**src/rtl/generic_fifo_rd_stage.sv**
```systemverilog
// generic_fifo_rd_stage
// Turns a FIFO controller's pop strobe plus a register file with one clock of
// read latency into a valid/ready stream. A 2-entry in-order buffer absorbs
// the words that are still arriving after downstream stalls. Reads are only
// issued while that buffer has room for them.
//
// Ports:
//   clk          single clock, rising edge
//   reset_n      asynchronous active-low reset
//   sreset_n     synchronous active-low flush; cancels any read in flight
//   fifo_empty   empty flag from the upstream FIFO controller
//   fifo_rd_op   pop strobe / register-file read enable (combinational)
//   fifo_rd_data register-file read data, valid one clk after fifo_rd_op
//   out_valid    a word is presented downstream
//   out_data     presented word (registered buffer head)
//   out_ready    downstream accept
//   busy         stage holds a word or has a read in flight
module generic_fifo_rd_stage #(
    parameter int DAT_WIDTH = 36
) (
    input  logic                 clk,
    input  logic                 reset_n,
    input  logic                 sreset_n,
    input  logic                 fifo_empty,
    output logic                 fifo_rd_op,
    input  logic [DAT_WIDTH-1:0] fifo_rd_data,
    output logic                 out_valid,
    output logic [DAT_WIDTH-1:0] out_data,
    input  logic                 out_ready,
    output logic                 busy
);

    logic [1:0]           occ;      // buffered words, 0..2
    logic                 infl;     // read issued on the previous clk
    logic [DAT_WIDTH-1:0] head;
    logic [DAT_WIDTH-1:0] tail;

    logic       pop;
    logic       cap;
    logic [2:0] committed;
    logic [1:0] occ_nxt;
    logic       wr_idx;

    assign pop = out_valid & out_ready;

    // A returning word is dropped while the stage is being flushed.
    assign cap = infl & sreset_n;

    // Words already held plus the one still on its way from the register file.
    assign committed = {1'b0, occ} + {2'b00, infl};

    // A pop on this clk frees a slot, so the stage can refill back-to-back at
    // full rate. reset_n gates the strobe so it drops without a clock edge.
    assign fifo_rd_op = reset_n & sreset_n & ~fifo_empty &
                        ((committed < 3'd2) | pop);

    assign occ_nxt = occ + {1'b0, infl} - {1'b0, pop};

    // Slot that the captured word lands in after this clk's pop has been
    // applied: the head when the buffer drains to empty, otherwise the tail.
    assign wr_idx = (occ_nxt == 2'd2);

    assign out_valid = (occ != 2'd0);
    assign out_data  = head;
    assign busy      = (occ != 2'd0) | infl;

    always_ff @(posedge clk or negedge reset_n) begin
        if (!reset_n) begin
            occ  <= 2'd0;
            infl <= 1'b0;
            head <= '0;
            tail <= '0;
        end else if (!sreset_n) begin
            occ  <= 2'd0;
            infl <= 1'b0;
        end else begin
            infl <= fifo_rd_op;
            occ  <= occ_nxt;
            // Pop shifts the second entry forward; a same-clk capture below
            // overrides the head when the buffer held only one word.
            if (pop)
                head <= tail;
            if (cap) begin
                if (wr_idx)
                    tail <= fifo_rd_data;
                else
                    head <= fifo_rd_data;
            end
        end
    end

endmodule

```
**config.mk**
```make
export PLATFORM = sky130hd
export DESIGN_NAME = generic_fifo_rd_stage
export DESIGN_NICKNAME = d
export VERILOG_FILES = /design/src/rtl/generic_fifo_rd_stage.sv
export SDC_FILE = /design/constraint.sdc
export NUM_CORES = 1
export LEC_CHECK = 0
export ABC_CLOCK_PERIOD_IN_PS = 3100
export BUFFER_PORTS_ARGS = -buffer_cell sky130_fd_sc_hd__buf_2
export CAP_MARGIN = 20
export CORE_UTILIZATION = 45
export CTS_BUF_LIST = sky130_fd_sc_hd__clkbuf_4
export DETAILED_ROUTE_END_ITERATION = 7
export PLACE_DENSITY_LB_ADDON = 0.08
export SLEW_MARGIN = 20
export SYNTH_ARGS = -nofsm -noshare
export SYNTH_HDL_FRONTEND = slang
export SYNTH_SLANG_ARGS = --single-unit
```
**constraint.sdc**
```tcl
create_clock -name clk -period 3.1 [get_ports clk]
set_clock_uncertainty 0.05 [all_clocks]
set_input_delay 0.155 -clock clk [delete_from_list [all_inputs] [get_ports clk]]
set_output_delay 0.155 -clock clk [all_outputs]
set_load 0.1 [all_outputs]
```
[Word level (Yosys, flattened, before mapping)]
Cells that the tools add are included.
Storage, ports and cells
  word-level logic and storage cells: 24
  bits in read-only memories: 0
  input bits: 41
  memories: 0
  latch bits: 0
  memory bits (writable): 0
  register bits: 75
Operators by class
  bitwise operators: 8
  add/sub/neg operators: 3
  mux-type cells: 5
  divide/modulo/power cells: 0
  multipliers: 0
  reductions and logical operators: 2
  shift-type cells: 0
  $lt $le $gt $ge: 1
  equal/unequal tests: 1
Operators by type and width (number)
  two-way mux 36 bit: 3
  bitwise AND 1 bit: 5
  adder 2 x 1 -> 3 bit: 1
  less-than comparator 3 x 2 -> 1 bit, second input constant: 1
  AND reduction 3 bit: 1
  adder 2 x 1 -> 2 bit: 1
  equality test 2 bit, second input constant: 1
  two-way mux 2 bit: 1
  OR 1 bit: 2
  nonzero test 2 bit: 1
  subtractor 2 x 1 -> 2 bit: 1
  two-way mux 1 bit: 1
  NOT 1 bit: 1

[Depth between registers and ports, before layout]
Gate-level depths: netlist of run 1.
  depth after elaboration: 6
  mapped depth: 10

[Least setup slack after synthesis of run 1]
Ideal clock, no wire load.
  path kind: register -> register
  from: reg occ[0]
  to: reg tail[11]
  arrival time: 2.782 ns
  stages on the path, launching flop included: 10
  period minus slack after synthesis: 2.957 ns
  slack: 0.143 ns
  setup time: 0.125 ns
  path buffers: 1
  cell sequence: dfrtp_1 or2_2 and2_1 ha_1 inv_1 ha_1 xnor3_1 nor3_4 buf_6 mux2_2
Between the ends
  cells in the longest elaborated chain, start to end: 5
RTL lines
  start, declared: RTL line 33  | logic [1:0] occ;
  start signal, assigned: RTL line 78  | occ <= occ_nxt;
  nonzero test 2 bit: RTL line 63  | assign out_valid = (occ != 2'd0);
  named net out_valid: RTL line 27  | output logic out_valid,
  bitwise AND 1 bit: RTL line 44  | assign pop = out_valid & out_ready;
  subtractor 2 x 1 -> 2 bit: RTL line 57  | assign occ_nxt = occ + {1'b0, infl} - {1'b0, pop};
  equality test 2 bit: RTL line 61  | assign wr_idx = (occ_nxt == 2'd2);
  AND reduction 3 bit (no line)
  end signal, assigned: RTL line 85  | tail <= fifo_rd_data;
  end, declared: RTL line 36  | logic [DAT_WIDTH-1:0] tail;
The timed path passes the listed nets, and every way through them passes these cells.
A chain may end at the register's enable or synchronous reset.

[Worst setup path in the final report of run 1]
  from: reg occ[0]
  to: reg tail[27]
Between the ends
  cells in the longest elaborated chain, start to end: 5
RTL lines (RTL line)
  parallel branches: the longest is 2 deep, another holds adder 2 x 1 -> 2 bit
  subtractor 2 x 1 -> 2 bit *: 57
  equality test 2 bit *: 61
  AND reduction 3 bit (no line) *
Mark *: on every way between the ends.

==> results of run 1 <==
## through the flow
stage	setup slack [ns]	util [%]	area, µm²	hold slack, ns	cells
floorplan	0.143	-	3460	-0.191	252
global placement	0.320	54.3	3980	0.112	424
detailed placement	0.216	54.3	3980	0.104	424
CTS	0.203	61.2	4490	0.0513	477
global route	0.0849	61.2	4490	0.0780	477
finish	0.249	61.2	4490	0.0849	477
## final timing paths
path,cells past startpoint,end,slack [ns]
setup reg to reg,9,tail[27],0.25
hold / removal,3,infl,0.08
min in group asynchronous,2,tail[33],0.20
max in group asynchronous,3,tail[25],1.89
setup / recovery,9,tail[27],0.25
hold reg to reg,1,tail[10],0.46
## routing by layer
| metal | part of all wire, % | track usage (%) | up-vias |
|---|---|---|---|
| met5 | 0 | 0 | - |
| met4 | 0.97 | 7.79 | 0 |
| met3 | 3.4 | 3.98 | 5 |
| met2 | 50 | 30.8 | 46 |
| met1 | 45 | 22.8 | 1122 |
| li1 | - | - | 1122 |
## state kept, by name, indices dropped and copies added (netlist names)
signal / cells
out_data: 36
occ: 2
infl: 1
tail: 36
## final cells by class
class                   count  area share, %
flip-flops and latches     75           41.8
repair buffers            126           19.1
well taps                  99           2.76
clock buffers               9           1.51
inverters                   2          0.167
multi-input cells         160           33.3
clock inverters             6           1.28
## logic make-up after synthesis
group | after synthesis | share of synthesized area, %
adder cells (fa/ha/maj) | 2 | 0.722
AO/OA/AOI/OAI | 3 | 0.578
AND/OR/NAND/NOR | 46 | 8.31
flip-flops | 75 | 54.2
XOR/XNOR | 1 | 0.650
buffers and inverters | 17 | 3.00
multiplexers | 108 | 32.6
## layout by cell type (no fill, tap or decap)
cell type      count
inv_1              2
or3_1              1
nor2b_1           36
nor3_4             1
clkinv_4           1
clkbuf_4           9
nand2_1            2
buf_12             1
mux2_2            36
nor2_1             1
xnor3_1            1
mux2i_1           70
a21oi_1            1
o21bai_4           1
bufinv_16          1
nor3_1             2
buf_4              9
buf_2             78
o211ai_1           1
dlygate4sd3_1     38
or2_2              1
clkinv_2           3
clkinv_1           1
mux2_1             2
ha_1               2
and2_1             2
dfrtp_1           75
## worst register-to-register path, cell delays in order (launching register included)
cell and delay (ns):
dfrtp_1 0.42, or2_2 0.32, and2_1 0.16, ha_1 0.26, inv_1 0.06, ha_1 0.15
xnor3_1 0.32, nor3_4 0.36, buf_4 0.30, mux2_2 0.36
## timing repair
item / 4_1_cts / 5_1_grt
setup buffers: 0 / 0
hold buffers: 38 / 0
hold endpoints to repair: 109 / 0
==> out/qor.yml, run 1 <==
status:
  status: "completed"
clock_tree:
  cts-root-buf: "clkbuf_4"
  cts_max_level: 3
  cts-resized-gates: 0
  clk_latency_ns: 0.39
  cts.path.max_buffers: 2
  cts.sinks: 75
  clk_pin_slew_ns: 0.12
  cts_tree: "yes"
  cts-buffers-inserted: 9
synth:
  synth_edf_count: 0
  avgSynthCellArea_um2: 13.7
  ys_ff_latch: 75
  post-synth-top-count-cell: "dfrtp_1"
  synthTopCellsByCount: "dfrtp_1, mux2i_1, mux2_2, nor2b_1, buf_2"
  syn_nets: 295
  yosysUniqueCellTypes: 22
  netlist_top_cells_area: "dfrtp_1, mux2i_1, mux2_2"
  syn_inst: 252
  yosysWarnings: 0
  yosysTopAreaCell: "dfrtp_1"
  async_flop_share_pct: 100
  ys_seq_area_share_pct: 54.2
  synth_ff_type: "dfrtp_1"
  yosysTopAreaCellShare_pct: 54.2
  syn-cell-area_um2: 3460
finish:
  multi_input_area_um2: 1500
  num_antenna_cells: 0
  area_delta_synth_final_pct: 29.5
  fin_nets: 417
  regArea_um2: 1880
  layout-drive-gt1-share_pct: 37.3
  fillers: 601
hold_path:
  hp-class: "primary input to register"
  holdCritStartpoint: "out_ready"
drt:
  ant_nets: 0
  vias_per_cell: 4.81
  dr.pass1.iters: 3
  via_count: 2295
  drt-initial-drc-count: 65
  wl_per_cell_um: 14.5
  drc_errors: 0
  wl_um: 6900
worst_setup_path:
  critPathCaptureType: "register"
  cp.arrival_ns: 3.09
  critPathTopFamily: "simple AND/OR/NAND/NOR gates"
  cp_common_cell: "ha_1"
  cp-start-kind: "register"
  crit_chain: "or2_2 > and2_1 > ha_1 > inv_1 > ha_1 > xnor3_1 > nor3_4 > buf_4 > mux2_2"
  critPathMaxFanout: 13
  timing.critical_path.from: "occ[0]"
  path_buf_inv: 2
  critPathSlowestCell: "dfrtp_1"
  r2r-start: "occ[0]"
  cp_slowest_stage_delay_ns: 0.42
  worst_ep_required_time_ns: 3.34
  path_class: "register to register"
die:
  dieWidth_um: 89.7
  ios: 80
  chipHeight_um: 89.7
  die-area_um2: 8050
  start_util_pct: 47.3
  rows: 31
  core_area_um2: 7330
global_route:
  antenna_found_initial: 0
  grt_pass1_wl_um: 11600
  grt_max_degree: 40
  grt-ovfl-total: 0
  track_usage_pct: 18.3
  grt_pass1_vias: 2436
sta:
  drv_slew: 0
  rsz0062_at_grt: "false"
  fin_crit_sh_pct: 92.0
  max_slew_margin_pct: 65.5
  final.min_clock_period_ns: 2.85
  finalSetupTns_ns: 0
  hold_viol: 0
  tightest_slew_ns: 0.518
  setup_viol: 0
  max_freq_ghz: 0.351
placed_design:
  gp_congestion: 0.725
  portBuffers: 79
  dp_hpwl_um: 4520
run:
  drv_cap: 0
Power of run 1 is not shown: default switching activity piles up to over one toggle a cycle in this logic, so the estimate is an artifact.
==> run 2: changes to the inputs <==
==> config.mk (replaced) <==
export PLATFORM = sky130hd
export DESIGN_NAME = generic_fifo_rd_stage
export DESIGN_NICKNAME = d
export VERILOG_FILES = /design/src/rtl/generic_fifo_rd_stage.sv
export SDC_FILE = /design/constraint.sdc
export NUM_CORES = 1
export LEC_CHECK = 0
export ABC_CLOCK_PERIOD_IN_PS = 3250
export CAP_MARGIN = 20
export CORE_UTILIZATION = 45
export CTS_BUF_LIST = sky130_fd_sc_hd__clkbuf_4
export DETAILED_ROUTE_END_ITERATION = 7
export DONT_BUFFER_PORTS = 1
export PLACE_DENSITY = 0.67
export SLEW_MARGIN = 20
export SYNTH_ARGS = -nofsm -noshare
export SYNTH_HDL_FRONTEND = slang
export SYNTH_SLANG_ARGS = --single-unit
==> constraint.sdc (replaced) <==
create_clock -name clk -period 3.25 [get_ports clk]
set_clock_uncertainty 0.05 [all_clocks]
set_input_delay 0.1625 -clock clk [delete_from_list [all_inputs] [get_ports clk]]
set_output_delay 0.1625 -clock clk [all_outputs]
set_load 0.1 [all_outputs]
==> run 2 against run 1 <==
Against the previous run: cell count fell by 16%; utilization fell by 4.4 points; die area did not move; register-to-register slack improved by 0.27 ns; via count fell by 9.7%; sequential cell count did not move; sequential share of layout area rose by 3.2 points.
==> out/qor.yml, run 2 (synthesis gave the netlist of run 1 again) <==
drt:
  wl_per_cell_um: 16.8
  dr_wl_met3_um: 394
  drt-initial-drc-count: 64
  ant_nets: 0
  vias_per_cell: 5.17
  via_count: 2073
  wl_um: 6750
  dr.pass1.iters: 3
  top_layer: "met4"
  drc_errors: 0
  route.met2.wl_um: 3410
  drt-met1-wl_um: 2870
die:
  core_area_um2: 7330
  ios: 80
  start_util_pct: 47.3
  rows: 31
  chipHeight_um: 89.7
  die-area_um2: 8050
  dieWidth_um: 89.7
placed_design:
  dp_hpwl_um: 4070
  dp_slack_ns: 0.511
  place_area_um2: 3610
  portBuffers: 0
  gp_congestion: 0.692
hold_path:
  hp-class: "primary input to register"
  hold_depth: 2
  holdCritStartpoint: "sreset_n"
  holdPathEnd: "occ[1]"
worst_setup_path:
  cp-start-kind: "register"
  path_class: "register to register"
  worst-r2r-setup-slack_ns: 0.51
  r2r-start: "occ[0]"
  worst_ep_required_time_ns: 3.49
  critPathMaxFanout: 20
  cp.arrival_ns: 2.98
  critPathCaptureType: "register"
  r2r_cells: 9
  r2r_end: "tail[18]"
global_route:
  grt_pass1_wl_um: 11400
  grt_pass1_vias: 2273
  grt_max_degree: 77
  grt-ovfl-total: 0
  track_usage_pct: 18.1
  antenna_found_initial: 0
finish:
  layout_common_cells: "dfrtp_1, mux2i_1, dlygate4sd3_1"
  layout-drive-gt1-share_pct: 21.9
  finalInstanceArea_um2: 4170
  final_common_cell: "dfrtp_1"
  area_delta_synth_final_pct: 20.2
  fin_nets: 340
  fillers: 607
  num_antenna_cells: 0
clock_tree:
  clk_pin_slew_ns: 0.11
  cts-resized-gates: 0
  cts-buffers-inserted: 9
  cts_tree: "yes"
  cts_max_level: 3
  clk_latency_ns: 0.41
  cts-root-buf: "clkbuf_4"
  cts.path.max_buffers: 2
  cts.sinks: 75
  post_cts_buffers: 0
sta:
  max_slew_margin_pct: 37.9
  rsz0062_at_grt: "false"
  setup_viol: 0
  final.min_clock_period_ns: 2.74
  fin_crit_sh_pct: 84.2
  hold_viol: 0
  tightest_slew_ns: 0.932
  worst_slack_ns: 0.515
  finalSetupTns_ns: 0
  drv_slew: 0
  max_freq_ghz: 0.366
status:
  status: "completed"
run:
  drv_cap: 0
## run 2: cell count changes in the layout (fill, tap and decap cells not counted), sizes merged
cell	delta
dlygate4sd3	+1
clkbuf	+2
buf	-79
clkinvlp	+3
inv	+1
bufinv	-1
clkinv	-3
## run 2: layer usage
layer  track usage [%]  vias up
li1                  -      967
met2              31.0       58
met5                 0        -
met1              21.8     1041
met4              7.38        0
met3              4.65        7
## run 2: cell type report
type                       instances  area, µm²  area share (%)
sequential                        75       1880            45.1
multi-input combinational        160       1500            36.0
timing repair buffer              49        541            13.0
tap                               99        124            2.97
clock buffer                      10       75.1            1.80
clock inverter                     6       41.3           0.991
inverter                           2       7.51           0.180
## run 2: critical path: stages (launching register included)
cell     delay (ns)
dfrtp_1        0.43
or2_2          0.32
and2_1         0.17
ha_1           0.26
inv_1          0.06
ha_1           0.14
xnor3_1        0.31
nor3_4         0.20
buf_4          0.31
mux2_2         0.37
## run 2: how the worst max path moves through the flow
stage,end,from,slack (ns)
after CTS,tail[24],occ[0],0.51
final,tail[18],occ[0],0.51
after global routing,tail[17],occ[0],0.38
after global placement,tail[24],occ[0],0.58
after detailed placement,tail[7],occ[0],0.51
after floorplan,tail[11],occ[0],0.29
## run 2: through the flow
step           util, %  instances  hold slack, ns
3_3_place_gp      49.3        344          -0.181
6_report          56.8        401          0.0350
4_1_cts           56.8        401          0.0118
2_1_floorplan        -        252          -0.183
3_5_place_dp      49.3        344          -0.180
5_1_grt           56.8        401          0.0226
## run 2: repair_timing
action | CTS | global route
hold endpoints to repair | 150 | 0
endpoints found under the setup margin | 0 | 0
hold buffers | 41 | 0
Power of run 2 is left out for the same reason.
==> run 3: changes to the inputs <==
--- a/config.mk
+++ b/config.mk
@@ -5,7 +5,7 @@
 export SDC_FILE = /design/constraint.sdc
 export NUM_CORES = 1
 export LEC_CHECK = 0
-export ABC_CLOCK_PERIOD_IN_PS = 3250
+export ABC_CLOCK_PERIOD_IN_PS = 2600
 export CAP_MARGIN = 20
 export CORE_UTILIZATION = 45
 export CTS_BUF_LIST = sky130_fd_sc_hd__clkbuf_4
==> constraint.sdc (replaced) <==
create_clock -name clk -period 2.6 [get_ports clk]
set_clock_uncertainty 0.05 [all_clocks]
set_input_delay 0.13 -clock clk [delete_from_list [all_inputs] [get_ports clk]]
set_output_delay 0.13 -clock clk [all_outputs]
set_load 0.1 [all_outputs]
==> run 3 against run 2 <==
Against the previous run: first-iteration DRC count down 27%; routed wire length grew 4.5%; sequential cell count is the same; critical endpoint is now out_data[17]; setup slack worse by 0.48 ns; critical path type unchanged; sequential share of layout area shrank 4.6 points; via count increased by 7.3%; hold slack better by 0.16 ns; largest cell class unchanged; utilization grew 6.5 points; register-to-register slack lost 0.48 ns.
==> out/qor.yml, run 3 (synthesis gave the netlist of run 1 again) <==
status:
  status: "completed"
die:
  ios: 80
  chipHeight_um: 89.7
  dieWidth_um: 89.7
  start_util_pct: 47.3
  core_area_um2: 7330
  die-area_um2: 8050
  rows: 31
run:
  drv_cap: 0
worst_setup_path:
  path_buf_inv: 4
  critPathCaptureType: "register"
  crit_chain: "or2_4 > and2_4 > ha_4 > inv_2 > ha_2 > xnor3_1 > buf_4 > o21bai_4 > buf_12 > clkbuf_16 > mux2i_1"
  critPathTopFamily: "buffers and inverters"
  cp_slowest_stage_delay_ns: 0.44
  critPathSlowestCell: "dfrtp_1"
  path_class: "register to register"
  worst-r2r-setup-slack_ns: 0.04
  r2r_cells: 11
  cp.arrival_ns: 2.86
  r2r_end: "out_data[17]"
  cp-start-kind: "register"
  worst_ep_required_time_ns: 2.90
  critPathMaxFanout: 13
  r2r-start: "occ[1]"
sta:
  drv_slew: 0
  max_freq_ghz: 0.390
  fin_crit_sh_pct: 98.5
  final.min_clock_period_ns: 2.56
  rsz0062_at_grt: "true"
  hold_viol: 0
  finalSetupTns_ns: 0
  setup_viol: 0
  hold_slack_ns: 0.199
  tightest_slew_ns: 0.932
  max_slew_margin_pct: 38.0
clock_tree:
  cts.path.max_buffers: 2
  clk_pin_slew_ns: 0.13
  cts_tree: "yes"
  cts_max_level: 3
  cts-buffers-inserted: 9
  cts.sinks: 75
  clk_latency_ns: 0.42
  cts-root-buf: "clkbuf_4"
placed_design:
  gp_congestion: 0.711
  dp_hpwl_um: 4030
  portBuffers: 0
finish:
  final_common_cell: "dfrtp_1"
  area_delta_synth_final_pct: 33.9
  layout-drive-gt1-share_pct: 32.5
  fin_nets: 383
  layout_common_cells: "dfrtp_1, mux2i_1, buf_4"
  num_antenna_cells: 0
drt:
  wl_um: 7060
  dr.pass1.iters: 3
  vias_per_cell: 5.01
  via_count: 2224
  drc_errors: 0
  drt-initial-drc-count: 47
  wl_per_cell_um: 15.9
  ant_nets: 0
global_route:
  grt_pass1_wl_um: 11600
  grt_pass1_vias: 2392
  grt-ovfl-total: 0
  track_usage_pct: 18.3
  grt_max_degree: 77
  antenna_found_initial: 0
hold_path:
  hp-class: "primary input to asynchronous set/reset pin"
## run 3: changes by cell type in the layout (fill, tap and decap cells not counted), sizes merged
cell         change
buf             +40
clkbuf           +1
bufinv           +3
clkinvlp         -3
dlygate4sd3      +2
## run 3: how the worst max path moves through the flow
stage	to	depth (start not counted)	slack (ns)	start
6_report	out_data[17]	11	0.04	occ[1]
5_1_grt	out_data[17]	11	-0.04	occ[1]
4_1_cts	out_data[10]	10	0.05	occ[1]
3_5_place_dp	tail[35]	9	0.12	occ[1]
3_3_place_gp	tail[14]	9	0.18	occ[1]
2_1_floorplan	tail[11]	9	-0.04	occ[1]
## run 3: area by class of cell
cell class | instances | area (µm²)
multi-input cells | 160 | 1540
fillers | 586 | 2690
flip-flops and latches | 75 | 1880
well taps | 99 | 124
repair buffers | 92 | 902
clock buffers | 10 | 75.1
inverters | 2 | 7.51
clock inverters | 6 | 113
## run 3: metrics by stage
stage	utilization, %	area, µm²	worst slack (ns)	instances
after global routing	63.3	4640	-0.0387	444
final	63.3	4640	0.0381	444
after detailed placement	53.3	3910	0.118	381
after floorplan	-	3500	-0.0444	252
after global placement	53.3	3910	0.179	381
after CTS	62.1	4550	0.0541	440
## run 3: layer usage
| layer | vias up | GRT usage [%] | share of wire, % |
|---|---|---|---|
| met5 | - | 0 | 0 |
| met4 | 0 | 8.61 | 1.8 |
| met3 | 10 | 4.99 | 5.3 |
| met2 | 55 | 30.2 | 50 |
| met1 | 1103 | 22.3 | 43 |
| li1 | 1056 | - | - |
## run 3: what timing repair did
| action | CTS | global route |
|---|---|---|
| hold buffers | 43 | 0 |
| setup endpoints to repair | 0 | 17 |
| resized for setup | 0 | 2 |
| setup buffers | 0 | 2 |
| endpoints found under the hold margin | 150 | 0 |
Power of run 3 is left out for the same reason.
